## src/rtl/instr_fetch.sv

```systemverilog
// instr_fetch: warp instruction fetch stage with request/return pipeline and run/halt gating
module instr_fetch #(
  parameter int DATA = 32,
  parameter int ADDR = 12,
  parameter logic [4:0] EXIT_OP = 5'b11111
) (
  input  logic            clk,
  input  logic            rst,
  input  logic            Start_TM_IF,
  input  logic [31:0]     PC_in_PC_IF,
  input  logic            GRT_RR_IF,
  input  logic            Flush_IF,
  input  logic            Stall_ID_IF,
  output logic            Req_IF_IM,
  output logic [ADDR-1:0] Addr_IF_IM,
  input  logic [DATA-1:0] Instr_IM_IF,
  output logic            valid_2_IF_PC,
  output logic            valid_3_IF_PC,
  output logic            Valid_IF_ID,
  output logic [DATA-1:0] Instr_IF_ID,
  output logic [31:0]     PC_IF_ID,
  output logic            Halted_IF_TM,
  output logic [15:0]     FetchCnt_IF
);
  typedef enum logic [1:0] {IDLE, RUN, HALT} state_t;
  state_t state, nextState;
  logic valid2, valid3, hold, capture, exitCap;
  logic [31:0] pc2;
  assign hold = valid3 && Stall_ID_IF;
  assign capture = !Flush_IF && !Start_TM_IF && !hold && valid2;
  assign exitCap = capture && (Instr_IM_IF[DATA-1 -: 5] == EXIT_OP);
  assign Addr_IF_IM = PC_in_PC_IF[ADDR+1:2];
  assign valid_2_IF_PC = valid2;
  assign valid_3_IF_PC = valid3;
  assign Valid_IF_ID = valid3;
  // state register
  always_ff @(posedge clk or posedge rst)
    if (rst) state <= IDLE;
    else state <= nextState;
  // start from any state enters RUN; an EXIT reaching stage 3 halts
  always_comb
    nextState = Start_TM_IF ? RUN : (state == RUN && exitCap) ? HALT : state;
  // issue a read only when running, granted, not redirected and not holding
  always_comb begin
    Req_IF_IM = (state == RUN) && GRT_RR_IF && !Flush_IF && !Start_TM_IF && !hold;
    Halted_IF_TM = (state == HALT);
  end
  // stage 2: request in flight; the request beside an EXIT capture is dropped
  always_ff @(posedge clk or posedge rst)
    if (rst) begin
      valid2 <= 1'b0;
      pc2 <= '0;
    end else begin
      valid2 <= Req_IF_IM && !exitCap;
      if (Req_IF_IM) pc2 <= PC_in_PC_IF;
    end
  // stage 3: redirect empties it, decode stall holds it, otherwise take the return
  always_ff @(posedge clk or posedge rst)
    if (rst) begin
      valid3 <= 1'b0;
      Instr_IF_ID <= '0;
      PC_IF_ID <= '0;
    end else if (Flush_IF || Start_TM_IF) valid3 <= 1'b0;
    else if (!hold) begin
      valid3 <= valid2;
      if (valid2) begin
        Instr_IF_ID <= Instr_IM_IF;
        PC_IF_ID <= pc2;
      end
    end
  // count instructions handed to decode
  always_ff @(posedge clk or posedge rst)
    if (rst) FetchCnt_IF <= '0;
    else if (valid3 && !Stall_ID_IF) FetchCnt_IF <= FetchCnt_IF + 16'd1;
endmodule

```

## config.mk

```make
export PLATFORM = sky130hd
export DESIGN_NAME = instr_fetch
export DESIGN_NICKNAME = d
export VERILOG_FILES = /design/src/rtl/instr_fetch.sv
export SDC_FILE = /design/constraint.sdc
export NUM_CORES = 1
export LEC_CHECK = 0
export CORE_ASPECT_RATIO = 1.4
export CORE_MARGIN = 10
export CORE_UTILIZATION = 45
export DETAILED_ROUTE_END_ITERATION = 6
export PLACE_DENSITY = 0.8
export SETUP_SLACK_MARGIN = 0.05
export SYNTH_ARGS = -nofsm -noshare
export SYNTH_HDL_FRONTEND = slang
export SYNTH_SLANG_ARGS = --single-unit
```

## constraint.sdc

```tcl
create_clock -name clk -period 4.37 [get_ports clk]
set_input_delay 0.874 -clock clk [delete_from_list [all_inputs] [get_ports clk]]
set_output_delay 0.874 -clock clk [all_outputs]
set_load 0.02 [all_outputs]
```

==> reports/results.txt <==
status: finished, final reports clean
Data required, critical path: 3.50 ns
via count: 3003
diodes inserted: 0
mapped cell area: 4778 µm²
simple-gate area share of the yosys netlist: 0.04347
asr flop ratio synth: 1.000
Synth Area in Adders: 0.002618
crit-path cells: clkdlybuf4s50_1 > a211oi_2 > and4b_2 > clkdlybuf4s50_1
DIE HEIGHT: 141.9 µm
core box area: 10410 µm²
Final Hold Viols: 0
Post-Synth XOR/XNOR Area: 0.02749
Slowest-stage cell, CP: clkdlybuf4s50_1
sequential group share of total power: 0.372
Pleak: 3.229 nW
critical path class: primary input to output port
Die W: 107.1 µm
cts repair resizes: 0
setup violators final: 0
synth unique cells: 29
clock share of power: 0.359
top_reg_cell synth: dfrtp_1
setup_tns: 0 ns
Die Footprint: 15200 µm²
ANT nets after route: 0
Register-to-Register Setup Slack: 2.19 ns
Post-CTS Setup Bufs: 0
CTS Buf Count: 17
Worst Hold Class: register to register
total routed wirelength: 11440 µm
CTS root buf: clkbuf_16
P&R area growth vs syn: 47.71%
Seq cells post-synth: 116
clk sink count: 116
layout cells sized above 1: 0.2353
DRC: 0
CP endpoint kind: output port
Starting Density: 0.4592
Max-Cap Viols: 0
CP max stage delay: 0.63 ns
RSZ-0062 raised after global routing: false
violation count after the first detailed-route iteration: 99
highest clock rate: 281.2 MHz
Net Sw Power: 1.048 mW
Max-slew headroom: 0.5713
Synth Area in Compound Gates: 0.008903
Tmin final: 3.556 ns
via density per instance: 4.891
largest net degree at the start of global routing: 117
cells after synthesis: 299
CP arrival: 2.68 ns
CTS H-tree lvls: 4
power density cells: 553.3 nW/µm²
CTS tree: built
Net Count, Synth: 370
post-DR wirelength/cell: 18.63 µm
EDFF count, synth: 0
dpl hpwl: 8386 µm
1st-pass router iterations: 4
Worst path most repeated cell: clkdlybuf4s50_1
cell-internal power: 2.857 mW
Placed Cells: 582
initial antenna violation count: 0
Final Cycle Share: 0.8136
nets@finish: 534
Total GRT Usage: 0.1540
Synth area leaders: dfrtp_1 (61%), mux2_4 (16%), mux2_2 (5.9%)
Worst Skew: 0.007165 ns
Non-Filler Instances: 614
largest family of logic cells by synthesized area: multiplexers
combinational power share: 0.269
mean post-synth cell area: 15.98 µm²
top-area cell type share of the netlist area: 0.6075
Synth area leader: dfrtp_1
Worst-Margin Slew: 0.6430 ns
YS warnings: 0
Hold Buf Count CTS: 0
CTS Buffer Depth: 2
CP Max Fanout: 4
Startpoint Class: primary input
vias in the first global route: 3298
Worst IR Drop VDD: 0.3045 mV
Seq/Total Area, Yosys: 0.6075
GP Congestion: 0.8074
FP Rows: 44
first-pass GRT wire length: 18220 µm
# IOs: 167
mux cell area share after synthesis: 0.2655
PortBufs: 166
clock-pin slew on the worst setup and hold paths: 0.05 ns
clock latency on the worst-skew pair: 0.41 ns
max-slew violation count: 0
Overflow after GRT: 0
switching part of the total: 0.2684
## power groups by stage
stage,logic [mW],registers [mW],clock network (mW)
floorplan,0.329,1.67,0
global placement,1.05,1.45,0
detailed placement,1.07,1.47,0
CTS,1.07,1.46,1.43
global route,1.11,1.49,1.49
finish,1.05,1.45,1.40
## kinds of logic (layout without fill, tap and decap cells)
| family | after synthesis | after routing |
|---|---|---|
| AOI/OAI and AO/OA | 5 | 5 |
| xor gates and xnor gates | 15 | 15 |
| adders and majority gates | 1 | 1 |
| buffers and inverters | 26 | 203 |
| DFF | 116 | 116 |
| muxes | 96 | 96 |
| and+or+nand+nor | 40 | 40 |
## through the flow
stage	instance area (µm²)	setup slack (ns)	power (mW)	hold slack (ns)	util
after floorplan	4778	0.4236	1.996	0.4541	-
after global placement	6454	0.8263	2.500	0.4646	0.6203
after detailed placement	6454	0.8127	2.536	0.4690	0.6203
after CTS	7058	0.8032	3.959	0.4804	0.6783
after global routing	7058	0.6800	4.080	0.5012	0.6783
final	7058	0.8144	3.905	0.4746	0.6783
## per-layer routing
metal  vias up  wire length (µm)  track usage
li1       1358                 -            -
met1      1514              4333       0.1692
met2       112              6002       0.2566
met3        19               880      0.05938
met4         0               224      0.07005
met5         -                 0            0
## worst paths after layout
check	start	end	cells past startpoint
hold / removal	FetchCnt_IF[15]	FetchCnt_IF[15]	1
max in group asynchronous	rst	pc2[25]	3
setup / recovery	Start_TM_IF	Req_IF_IM	4
min in group asynchronous	rst	FetchCnt_IF[4]	3
hold reg to reg	FetchCnt_IF[15]	FetchCnt_IF[15]	1
setup reg to reg	Valid_IF_ID	Instr_IF_ID[2]	4
## critical path, delay by kind of cell
family	cells	cell delay [ns]
AND/OR/NAND/NOR	1	0.33
AO/OA/AOI/OAI	1	0.38
buffers and inverters	2	1.09
## registers in the layout, summed over array words and instances (netlist names)
register       count
Instr_IF_ID       32
FetchCnt_IF       16
valid_2_IF_PC      1
Valid_IF_ID        1
state              2
pc2               32
PC_IF_ID          32
## Yosys cell counts, types with 2 or more instances
cell / instances
dfrtp_1: 116
mux2_4: 50
mux2_2: 25
mux2_1: 21
buf_4: 14
nand2_1: 9
xnor2_1: 9
buf_6: 8
nor2_1: 7
nand4_1: 6
xor2_1: 6
nand3_1: 4
nor3_1: 4
and3_1: 2
buf_2: 2
inv_1: 2
nand2b_1: 2
## cell usage in the layout (no fill, tap or decap), types with 2 or more instances in the layout
master and instances:
clkinv_2 4, xnor2_1 9, nand4_1 6, nand2_1 8, nor3_1 4, mux2_2 25
bufinv_16 3, nor2_1 7, xor2_1 6, mux2_1 21, nand3_1 4, clkbuf_1 3
and3_1 2, clkbuf_8 3, buf_4 2, clkdlybuf4s50_1 166, clkbuf_16 17, dfrtp_1 116
nand2b_1 2, mux2_4 50
## final cells by class
| cell class | count | area, µm² |
|---|---|---|
| clock buffers | 23 | 478.0 |
| clock inverters | 9 | 126.4 |
| fillers | 753 | 3347 |
| inverters | 2 | 10.01 |
| multi-input cells | 157 | 1672 |
| flip-flops and latches | 116 | 2903 |
| well taps | 138 | 172.7 |
| repair buffers | 169 | 1697 |
Power figures use the tool's default switching activity.
==> variant 1 (config.mk and constraints unchanged) <==
Encoding of `state_t`: now one-hot (3 bits for 3 states).
--- a/src/rtl/instr_fetch.sv
+++ b/src/rtl/instr_fetch.sv
@@ -22,7 +22,7 @@
   output logic            Halted_IF_TM,
   output logic [15:0]     FetchCnt_IF
 );
-  typedef enum logic [1:0] {IDLE, RUN, HALT} state_t;
+  typedef enum logic [2:0] {IDLE = 3'b001, RUN = 3'b010, HALT = 3'b100} state_t;
   state_t state, nextState;
   logic valid2, valid3, hold, capture, exitCap;
   logic [31:0] pc2;
Behaviour: no difference found for any inputs over 10 cycles, from zero or initial values and one cycle with rst high; not proved beyond that.
==> variant 1 against the unedited design <==
Count of clock-buffer cells in the layout is 4 lower. Area after synthesis is 2.7% higher. Sequential cell count is 1 higher. Clock skew is 0.0018 ns lower. Via count is 1.3% lower. Die area is 2.3% higher. Wire length is 0.76% higher. Critical path type unchanged. Setup slack worse by 0.0026 ns. Fmax hardly changed. Final area is 1.6% higher. Total power is 3.2% higher.
==> variant 1: results (changes against the unedited design) <==
qor: layout.drive_gt1_share 26.3% [was 23.5%]
qor: layout.clkCellAreaFrac 9.04% [was 8.56%]
qor: synthesis.synth.net_count 369 [was 370]
qor: outcome.result_of_the_run finished clean [unchanged]
qor: placed_design.finalWeightedCongestion 0.728 [was 0.807]
qor: layout.area.share.sequential 40.8% [was 41.1%]
qor: placed_design.place.detailed.hpwl 8380 um [was 8390 um]
qor: synthesis.synth.top_cells.by_count sky130_fd_sc_hd__dfrtp_1, sky130_fd_sc_hd__mux2_4, sky130_fd_sc_hd__mux2_2 [unchanged]
qor: layout.multiInputGateArea 0.00171 sq mm [was 0.00167 sq mm]
qor: global_routing.grt_pass1_wl 18300 um [was 18200 um]
qor: pwr.worst_vdd_drop 268 uV [was 305 uV]
qor: global_routing.first_global_vias 3302 [was 3298]
qor: global_routing.gr-usage-met3 5.29% [was 5.94%]
qor: layout.nClkBuffers 19 [was 23]
qor: synthesis.synthTopCellsByArea sky130_fd_sc_hd__dfrtp_1, sky130_fd_sc_hd__mux2_4, sky130_fd_sc_hd__mux2_2, sky130_fd_sc_hd__mux2_1, sky130_fd_sc_hd__buf_12 [was sky130_fd_sc_hd__dfrtp_1, sky130_fd_sc_hd__mux2_4, sky130_fd_sc_hd__mux2_2, sky130_fd_sc_hd__mux2_1, sky130_fd_sc_hd__buf_4]
qor: timing.tightest_slew 0.876 ns [was 0.643 ns]
qor: drt.drt_first_iter_violations 106 [was 99]
qor: global_routing.groute.layer.met1.usage 16.9% [about the same]
qor: layout.buffer_area_share 23.8% [was 24.0%]
qor: drt.dr_total_vias 2965 [was 3003]
qor: setup_path.r2r_setup_slack 2.14 ns [was 2.19 ns]
qor: pwr.p_per_area 562 mW/mm^2 [was 553 mW/mm^2]
qor: timing.finalHoldWorstSlack 0.475 ns [about the same]
qor: layout.fillerInstances 781 [was 753]
qor: global_routing.grt_max_degree 60 [was 117]
qor: global_routing.groute.layer.met2.usage 25.5% [was 25.7%]
qor: synthesis.synth.distinct_cells 30 [was 29]
qor: placed_design.dpl_worst_slack 0.804 ns [was 0.813 ns]
==> variant 1: per-layer routing <==
| metal | up-vias | wire [um] |
|---|---|---|
| met1 | 1482 | 4380 |
| met5 | - | 0 |
| met3 | 18 | 871 |
| li1 | 1365 | - |
| met4 | 0 | 264 |
| met2 | 100 | 6020 |
==> variant 1: how the worst max path moves through the flow <==
stage | start | endpoint | slack, ns | cells after the start
finish | Start_TM_IF | Req_IF_IM | 0.81 | 5
floorplan | rst | FetchCnt_IF[0] | 0.40 | 1
detailed placement | Start_TM_IF | Req_IF_IM | 0.80 | 5
global route | Start_TM_IF | Req_IF_IM | 0.76 | 5
CTS | Start_TM_IF | Req_IF_IM | 0.80 | 5
global placement | Start_TM_IF | Req_IF_IM | 0.83 | 5
==> variant 1: worst max-delay path: stages <==
cell and delay [ns]:
sky130_fd_sc_hd__clkdlybuf4s50_1 0.49, sky130_fd_sc_hd__a211o_1 0.34, sky130_fd_sc_hd__nor3_2 0.13, sky130_fd_sc_hd__and3_2 0.22
sky130_fd_sc_hd__clkdlybuf4s50_1 0.62
==> variant 1: kinds of logic (layout without fill, tap and decap cells) <==
| kind of cell | count (synthesis) | in the layout | share of synthesized area (%) |
|---|---|---|---|
| fa+ha+maj | 1 | 1 | 0.255 |
| simple gates | 38 | 38 | 4.33 |
| xor+xnor | 15 | 15 | 2.68 |
| buf+inv | 26 | 204 | 5.66 |
| compound gates | 4 | 4 | 0.561 |
| flops | 117 | 117 | 59.7 |
| mux | 97 | 97 | 26.8 |
==> variant 1: power by group <==
| part | switching (mW) | leakage, nW | internal [mW] |
|---|---|---|---|
| combinational | 0.439 | 1.52 | 0.622 |
| clock | 0.479 | 0.309 | 1.02 |
| sequential | 0.143 | 1.45 | 1.32 |
| total | 1.06 | 3.29 | 2.97 |
==> variant 2 (same settings) <==
Without the edit above. Set the parameter `DATA` to 64 (it was 32).
--- a/src/rtl/instr_fetch.sv
+++ b/src/rtl/instr_fetch.sv
@@ -1,6 +1,6 @@
 // instr_fetch: warp instruction fetch stage with request/return pipeline and run/halt gating
 module instr_fetch #(
-  parameter int DATA = 32,
+  parameter int DATA = 64,
   parameter int ADDR = 12,
   parameter logic [4:0] EXIT_OP = 5'b11111
 ) (
Interface: changed (resized Instr_IF_ID and Instr_IM_IF); port bits go from 167 to 231. The function was not compared with the original's and may differ.
==> variant 2 against the unedited design <==
Area after synthesis up 21%. Combinational power up 12%. Non-clock buffer count rose by 65. Total power is 16% higher. Setup slack improved by 0.049 ns. Final area increased by 23%. Synthesized cell count is 86% higher. Sequential cell count increased by 32. Wire length grew 52%. Critical endpoint unchanged. Largest cell class unchanged.
==> variant 2: results (changes against the unedited design) <==
qor: pwr.static_leakage 4.13 nW [was 3.23 nW]
qor: clocking.clock_tree.htree_level_count 4 [unchanged]
qor: drt.detailed_route_wire_length 17400 um [was 11400 um]
qor: outcome.result_of_the_run finished clean [unchanged]
qor: layout.drive_gt1_share 6.12% [was 23.5%]
qor: placed_design.dpl_worst_slack 0.877 ns [was 0.813 ns]
qor: drt.dr_total_vias 4643 [was 3003]
qor: setup_path.arrival 2.63 ns [was 2.68 ns]
qor: synthesis.ys_seq_area_share 64.1% [was 60.7%]
qor: timing.fin_skew 0.00538 ns [was 0.00717 ns]
qor: global_routing.grt_util_all_layers 19.9% [was 15.4%]
qor: layout.regs_by_ff_count Instr_IF_ID: 64 flops, PC_IF_ID: 32 flops, pc2: 32 flops [was Instr_IF_ID: 32 flops, PC_IF_ID: 32 flops, pc2: 32 flops]
qor: placed_design.place.detailed.hpwl 12600 um [was 8390 um]
qor: synthesis.synthTopCellsByArea sky130_fd_sc_hd__dfrtp_1, sky130_fd_sc_hd__nand2_1, sky130_fd_sc_hd__mux2_1, sky130_fd_sc_hd__mux2_2, sky130_fd_sc_hd__buf_4 [was sky130_fd_sc_hd__dfrtp_1, sky130_fd_sc_hd__mux2_4, sky130_fd_sc_hd__mux2_2, sky130_fd_sc_hd__mux2_1, sky130_fd_sc_hd__buf_4]
qor: drt.wl_met3 1600 um [was 880 um]
qor: global_routing.grt_pass1_wl 27600 um [was 18200 um]
qor: placed_design.port-buffer-count 230 [was 166]
qor: synthesis.dominantRegCellSynth sky130_fd_sc_hd__dfrtp_1 [unchanged]
qor: global_routing.first_global_vias 5112 [was 3298]
qor: drt.met2RoutedLength 8870 um [was 6000 um]
qor: drt.drt_first_iter_violations 298 [was 99]
qor: synthesis.synth.top_cells.by_count sky130_fd_sc_hd__nand2_1, sky130_fd_sc_hd__dfrtp_1, sky130_fd_sc_hd__mux2_1 [was sky130_fd_sc_hd__dfrtp_1, sky130_fd_sc_hd__mux2_4, sky130_fd_sc_hd__mux2_2]
qor: synthesis.synth.net_count 659 [was 370]
qor: synthesis.synth.distinct_cells 29 [unchanged]
qor: clocking.clk_pin_slew_worst_paths 0.06 ns
qor: layout.nNetsFinal 875 [was 534]
qor: pwr.power.internal 3.19 mW [was 2.86 mW]
qor: clocking.cts_max_path_buffers 2 [unchanged]
qor: pwr.worst_vdd_drop 314 uV [was 305 uV]
qor: min_path.worst_hold_path_type flip-flop to flip-flop [unchanged]
qor: global_routing.grt_max_degree 149 [was 117]
qor: drt.drt-met1-wl 6150 um [was 4330 um]
qor: placed_design.finalWeightedCongestion 0.837 [was 0.807]
qor: clocking.post_cts_repair_resize_count 0 [unchanged]
qor: timing.relSlewSlack 29.1% [was 57.1%]
==> variant 2: per-stage QoR <==
step | cells | power [mW] | cell area [sq um] | hold slack [ns]
after floorplan | 556 | 2.34 | 5780 | 0.432
after global placement | 903 | 2.97 | 8090 | 0.440
after detailed placement | 903 | 3.03 | 8090 | 0.450
after CTS | 934 | 4.57 | 8710 | 0.464
after global routing | 934 | 4.73 | 8710 | 0.479
final | 934 | 4.51 | 8710 | 0.469
==> variant 2: final cells by class <==
class	count	area [sq um]
Fill cell	910	3720
Sequential cell	148	3700
Timing Repair Buffer	234	2340
Multi-Input combinational cell	369	1840
Clock buffer	19	443
Tap cell	150	188
Clock inverter	12	180
Inverter	2	11.3
==> variant 2: cells by family after synthesis <==
family                     Yosys count  share of synthesized area [%]
DFF                                148                           64.1
buffers and inverters               39                           4.22
AOI/OAI and AO/OA                    5                          0.671
and+or+nand+nor                    310                           21.1
xor gates and xnor gates            15                           2.27
muxes                               38                           7.40
adders and majority gates            1                          0.216
==> variant 2: worst max-delay path, cell delays in order <==
cell                              delay (ns)
sky130_fd_sc_hd__clkdlybuf4s50_1        0.47
sky130_fd_sc_hd__a211oi_2               0.37
sky130_fd_sc_hd__and4b_1                0.30
sky130_fd_sc_hd__clkdlybuf4s50_1        0.63
==> variant 2: worst paths after layout <==
kind                                   from              end  slack [ns]  depth (start not counted)
worst max-delay path            Start_TM_IF        Req_IF_IM        0.86                          4
worst min-delay path                pc2[28]     PC_IF_ID[28]        0.47                          2
worst max register to register  Valid_IF_ID  Instr_IF_ID[38]        2.23                          5
worst min register to register      pc2[28]     PC_IF_ID[28]        0.47                          2
max in group asynchronous               rst  Instr_IF_ID[56]        2.78                          3
min in group asynchronous               rst  Instr_IF_ID[35]        1.05                          3
==> variant 2: power by group through the flow <==
stage	Clock (mW)	Combinational [mW]	Sequential, mW
6_report	1.53	1.18	1.80
5_1_grt	1.62	1.27	1.84
4_1_cts	1.56	1.21	1.81
3_5_place_dp	0	1.20	1.83
3_3_place_gp	0	1.17	1.80
2_1_floorplan	0	0.260	2.08
==> variant 2: per-layer routing <==
metal / track usage (%) / vias to the layer above
li1: - / 2172
met1: 20.3 / 2239
met2: 34.2 / 193
met3: 7.24 / 39
met4: 10.6 / 0
met5: 0 / -
